===== src/rtl/bit_scan_encoder_pkg.sv =====
// Shared types and helpers for the bit-scan encoder: FSM state encoding and
// a constant-foldable ceil(log2) used to size the index outputs.
package bit_scan_pkg;

  typedef enum logic {
    IDLE = 1'b0,
    SCAN = 1'b1
  } state_t;

  function automatic int unsigned clog2(input int unsigned v);
    int unsigned r;
    r = 0;
    for (int unsigned i = 0; i < 32; i++) begin
      if ((64'd1 << i) < 64'(v)) r = i + 1;
    end
    return r;
  endfunction

endpackage


===== src/rtl/bit_scan_encoder_ffs.sv =====
// Combinational find-first-set: reports the lowest (or highest, MSB_FIRST=1)
// set bit of i_vec and whether any bit is set at all.
module bit_scan_ffs
  import bit_scan_pkg::*;
#(
  parameter int unsigned WIDTH     = 16,
  parameter bit          MSB_FIRST = 1'b0,
  localparam int unsigned IDX_W    = clog2(WIDTH)
) (
  input  logic [WIDTH-1:0] i_vec,
  output logic [IDX_W-1:0] index,
  output logic             any
);

  // Scan towards the preferred end so the last hit wins.
  always_comb begin
    index = '0;
    if (MSB_FIRST) begin
      for (int unsigned i = 0; i < WIDTH; i++) begin
        if (i_vec[i]) index = IDX_W'(i);
      end
    end else begin
      for (int unsigned i = WIDTH; i > 0; i--) begin
        if (i_vec[i-1]) index = IDX_W'(i - 1);
      end
    end
  end

  assign any = |i_vec;

endmodule


===== src/rtl/bit_scan_encoder.sv =====
// Captures a multi-hot request vector and emits one beat per set bit over a
// valid/ready stream; an all-zero vector yields a single out_zero beat.
module bit_scan_encoder
  import bit_scan_pkg::*;
#(
  parameter int unsigned WIDTH     = 16,
  parameter bit          MSB_FIRST = 1'b0,
  localparam int unsigned IDX_W    = clog2(WIDTH)
) (
  input  logic             clk,
  input  logic             rst,
  input  logic             enable,
  input  logic             in_valid,
  output logic             in_ready,
  input  logic [WIDTH-1:0] encoder_in,
  output logic             out_valid,
  input  logic             out_ready,
  output logic [IDX_W-1:0] binary_out,
  output logic             out_last,
  output logic             out_zero
);

  state_t             r_state, w_state_nxt;
  logic [WIDTH-1:0]   r_pend, w_pend_nxt;
  logic [IDX_W-1:0]   w_idx;
  logic               w_any;
  logic               w_scan;
  logic               w_single;
  logic               w_fire;
  logic               w_accept;

  bit_scan_ffs #(
    .WIDTH     (WIDTH),
    .MSB_FIRST (MSB_FIRST)
  ) u_ffs (
    .i_vec (r_pend),
    .index (w_idx),
    .any   (w_any)
  );

  // Outputs are masked by rst so nothing is presented while reset is held,
  // even before the synchronous clear has taken effect.
  assign w_scan     = (r_state == SCAN) & ~rst;
  assign w_single   = ((r_pend & (r_pend - WIDTH'(1))) == '0);
  assign out_valid  = w_scan;
  assign binary_out = w_scan ? w_idx : '0;
  assign out_last   = w_scan & w_single;
  assign out_zero   = w_scan & ~w_any;

  assign w_fire     = out_valid & out_ready;
  assign in_ready   = enable & ~rst & ((r_state == IDLE) | (w_fire & out_last));
  assign w_accept   = in_valid & in_ready;

  always_comb begin
    w_state_nxt = r_state;
    w_pend_nxt  = r_pend;
    if (w_fire) begin
      w_pend_nxt = r_pend & ~(WIDTH'(1) << w_idx);
      if (out_last) w_state_nxt = IDLE;
    end
    if (w_accept) begin
      w_state_nxt = SCAN;
      w_pend_nxt  = encoder_in;
    end
  end

  always_ff @(posedge clk) begin
    if (rst) begin
      r_state <= IDLE;
      r_pend  <= '0;
    end else begin
      r_state <= w_state_nxt;
      r_pend  <= w_pend_nxt;
    end
  end

endmodule


===== config.mk =====
export PLATFORM = sky130hd
export DESIGN_NAME = bit_scan_encoder
export DESIGN_NICKNAME = d
export VERILOG_FILES = /design/src/rtl/bit_scan_encoder_pkg.sv /design/src/rtl/bit_scan_encoder_ffs.sv /design/src/rtl/bit_scan_encoder.sv
export SDC_FILE = /design/constraint.sdc
export NUM_CORES = 1
export LEC_CHECK = 0
export CAP_MARGIN = 20
export CORE_ASPECT_RATIO = 0.6
export CORE_MARGIN = 10
export CORE_UTILIZATION = 49
export DETAILED_ROUTE_END_ITERATION = 7
export PLACE_DENSITY = 0.88
export SYNTH_ARGS = -nofsm -noshare
export SYNTH_HDL_FRONTEND = slang
export SYNTH_SLANG_ARGS = --single-unit

===== constraint.sdc =====
create_clock -name clk -period 2.6 [get_ports clk]
set_input_delay 0.39 -clock clk [delete_from_list [all_inputs] [get_ports clk]]
set_output_delay 0.39 -clock clk [all_outputs]
set_load 0.01 [all_outputs]

==> impl_metrics.ini, run 1 <==
[run_status]
run_status = complete, no violations

[layout]
antenna-diode-count = 0
final-instance-count-excl-fill = 230
drive_gt1_share_pct = 24.2
fin_util_pct = 69.6
layout-area-overhead-vs-synth_pct = 37.9
nNetsFinal = 220
final_area_sq_um = 1720

[global_routing]
antenna_found_initial = 0
grt_util_all_layers_pct = 17.3
global_route.overflow_total = 0
grt_max_degree = 18
first_pass_grt_wire_length_um = 6970
first_global_vias = 1387

[critical_path]
worstPathRequired_ns = 2.21
worstRegToRegCells = 7
reg2reg_from = r_pend[15]
cp_data_arrival_time_ns = 2.13
largest_stage_delay_worst_path_ns = 0.54
timing.critical_path.from = r_pend[15]
ws_path_type = reg2out
reg2reg_setup_slack_ns = 0.22
timing.critical_path.cells = or4_4, nand3b_4, a2111oi_4, a41o_1, and3_1, buf_2
critPathMaxFanout = 2
critPathCaptureType = output pin
critical-path-slowest-cell = sky130_fd_sc_hd__or4_4
worst_setup_path_start_kind = register
rr_endpoint = r_pend[11]

[route]
drt_iter0_markers = 159
drtPass1Iterations = 6
ant_nets = 0
wire_per_inst_um = 18.4
via_per_inst = 6.21
routed_wirelength_um = 4230
vias = 1429
drc = 0

[die]
die_width_um = 85.1
floorplan.die.height_um = 59.1
initial_utilization_pct = 50.5
num_io_pins = 29
core_area_sq_um = 2470
die_area_sq_um = 5030
floorplan.rows = 14

[sta]
hold_viol = 0
fin_worst_skew_ns = 0.00437
remaining_max_slew_budget_at_the_tightest_pin_pct = 71.0
period_share_pct = 96.8
total_count_of_max_transition_violations_in_the_final_report = 0
max_freq_mhz = 397
timing_worst_slew_pin_value_ns = 0.431
finalSetupViolations = 0
layout_setup_ws_ns = 0.0822
final.min_clock_period_ns = 2.52

[cts]
htree_levels = 1
cts-root-to-sink-buffers = 2
cts_buf_count = 3
cts_root_buf = sky130_fd_sc_hd__clkbuf_8
clock_latency_ns = 0.26
clock-sinks = 17
tritoncts = yes
clkTransAtPathRegs_ns = 0.07

[pwr]
pwr_density_cell_nw_per_um2 = 470
finalPower_mw = 0.807
vdd_ir_drop_max_mv = 0.404
leakagePower_nw = 0.666

[placement]
placement.setup.worst_slack_ns = -0.127
gp_routability_congestion = 1.02
placed_cells = 225
postPlaceCellArea_sq_um = 1650
placement.io_buffers = 28
dp_hpwl_um = 3280

[synth]
synth-async-reset-ratio_pct = 0
synthesis.area_sq_um = 1250
average_footprint_of_a_synthesized_cell_sq_um = 8.04
synth_top_cell_area_share_pct = 27.3
synthesis.nets = 176
synth_area_leaders = sky130_fd_sc_hd__dfxtp_1 27%, sky130_fd_sc_hd__nand3_1 6.8%, sky130_fd_sc_hd__o21ai_2 6.3%
post_synth_edffs = 0
register_area_share_after_synthesis_pct = 27.3
synth_seq_cells = 17
synthDistinctLibCells = 44
synth.largest_area_cell = sky130_fd_sc_hd__dfxtp_1
syn-instance-count = 155
synth.yosys.warnings = 0
ys_dominant_reg_cell = sky130_fd_sc_hd__dfxtp_1

[hold_path]
hold_end = r_pend[6]
min-delay-path-class = reg2reg
worst_hold_path_depth = 2
min-delay-start = r_pend[6]

[flow_run]
drv_cap = 0
power breakdown:
part	switching, mW	leakage [nW]	internal (mW)
logic	0.148	0.505	0.153
registers	0.0194	0.139	0.275
clock network	0.103	0.0217	0.108
Yosys cell counts (2+ instances only):
master,instances
sky130_fd_sc_hd__o21ai_0,6
sky130_fd_sc_hd__a31oi_1,3
sky130_fd_sc_hd__nor4_1,3
sky130_fd_sc_hd__o211ai_1,7
sky130_fd_sc_hd__o21ai_2,9
sky130_fd_sc_hd__a21o_1,2
sky130_fd_sc_hd__and3_1,5
sky130_fd_sc_hd__nand2_1,6
sky130_fd_sc_hd__a21oi_1,5
sky130_fd_sc_hd__dfxtp_1,17
sky130_fd_sc_hd__a221oi_1,2
sky130_fd_sc_hd__clkbuf_1,5
sky130_fd_sc_hd__mux2_4,2
sky130_fd_sc_hd__inv_1,9
sky130_fd_sc_hd__o41ai_1,4
sky130_fd_sc_hd__nor3b_1,2
sky130_fd_sc_hd__nor2_1,16
sky130_fd_sc_hd__nand3_1,17
sky130_fd_sc_hd__nand2b_1,2
sky130_fd_sc_hd__nor3_1,4
sky130_fd_sc_hd__or3_1,5
sky130_fd_sc_hd__o311ai_0,2
what timing repair did:
action	CTS	global route
endpoints found under the setup margin	4	2
hold buffers	0	0
setup buffers	0	1
gates resized for setup	8	6
pin swaps	3	3
layer usage:
layer  global-route usage (%)  share of wire (%)
met5                        0                  0
met4                     4.91               0.66
met3                     6.32                 13
met2                     27.1                 45
met1                     21.7                 41
state kept, by name, indices dropped and copies added (netlist names):
register	count
r_pend	16
r_state	1
cell families after synthesis:
| kind of cell | Yosys count | synth area share (%) |
|---|---|---|
| compound gates | 51 | 32.6 |
| fa+ha+maj | 1 | 0.803 |
| buf+inv | 18 | 7.73 |
| flops | 17 | 27.3 |
| mux | 2 | 2.41 |
| simple gates | 66 | 29.1 |
cells in the final DEF (no fill, tap or decap), types with 3 or more instances in the layout:
cell type	count
sky130_fd_sc_hd__clkbuf_8	3
sky130_fd_sc_hd__nand3_1	17
sky130_fd_sc_hd__o211ai_1	7
sky130_fd_sc_hd__nor3_1	4
sky130_fd_sc_hd__buf_4	20
sky130_fd_sc_hd__nor4_1	3
sky130_fd_sc_hd__o21ai_2	9
sky130_fd_sc_hd__a21oi_1	5
sky130_fd_sc_hd__and3_1	4
sky130_fd_sc_hd__o21ai_0	6
sky130_fd_sc_hd__dfxtp_1	16
sky130_fd_sc_hd__inv_1	9
sky130_fd_sc_hd__o41ai_1	4
sky130_fd_sc_hd__or3_1	5
sky130_fd_sc_hd__nand2_1	6
sky130_fd_sc_hd__a31oi_1	3
sky130_fd_sc_hd__nor2_1	16
sky130_fd_sc_hd__clkdlybuf4s50_1	24
worst max path at each step:
stage | end | cells after the start
finish | in_ready | 6
global route | in_ready | 6
CTS | in_ready | 6
detailed placement | in_ready | 7
global placement | in_ready | 7
floorplan | in_ready | 6
metrics by stage:
| step | hold slack, ns | setup TNS [ns] |
|---|---|---|
| finish | 0.586 | 0 |
| global route | 0.631 | -0.0110 |
| CTS | 0.586 | -0.130 |
| detailed placement | 0.564 | -0.145 |
| global placement | 0.559 | -0.0780 |
| floorplan | 0.508 | 0 |
worst max-delay path, delay by kind of cell (launching register included):
family | cells | cell delay, ns
DFF | 1 | 0.32
and+or+nand+nor | 3 | 0.86
AOI/OAI and AO/OA | 2 | 0.56
buffers and inverters | 1 | 0.13
layout make-up:
cell class | count | area (sq um)
Multi-Input combinational cell | 120 | 836
Fill cell | 183 | 752
Timing Repair Buffer | 48 | 418
Sequential cell | 17 | 342
Clock buffer | 3 | 41.3
Tap cell | 32 | 40.0
Inverter | 9 | 33.8
Clock inverter | 1 | 7.51
Power figures use the tool's default switching activity.
==> inputs of run 2 (changes only) <==
--- a/config.mk
+++ b/config.mk
@@ -9,6 +9,7 @@
 export CORE_ASPECT_RATIO = 0.6
 export CORE_MARGIN = 10
 export CORE_UTILIZATION = 49
+export CTS_CLUSTER_DIAMETER = 120
 export DETAILED_ROUTE_END_ITERATION = 7
 export PLACE_DENSITY = 0.88
 export SYNTH_ARGS = -nofsm -noshare
==> results of run 2 <==
No change in the layout: final DEF, timing and power equal those of run 1.
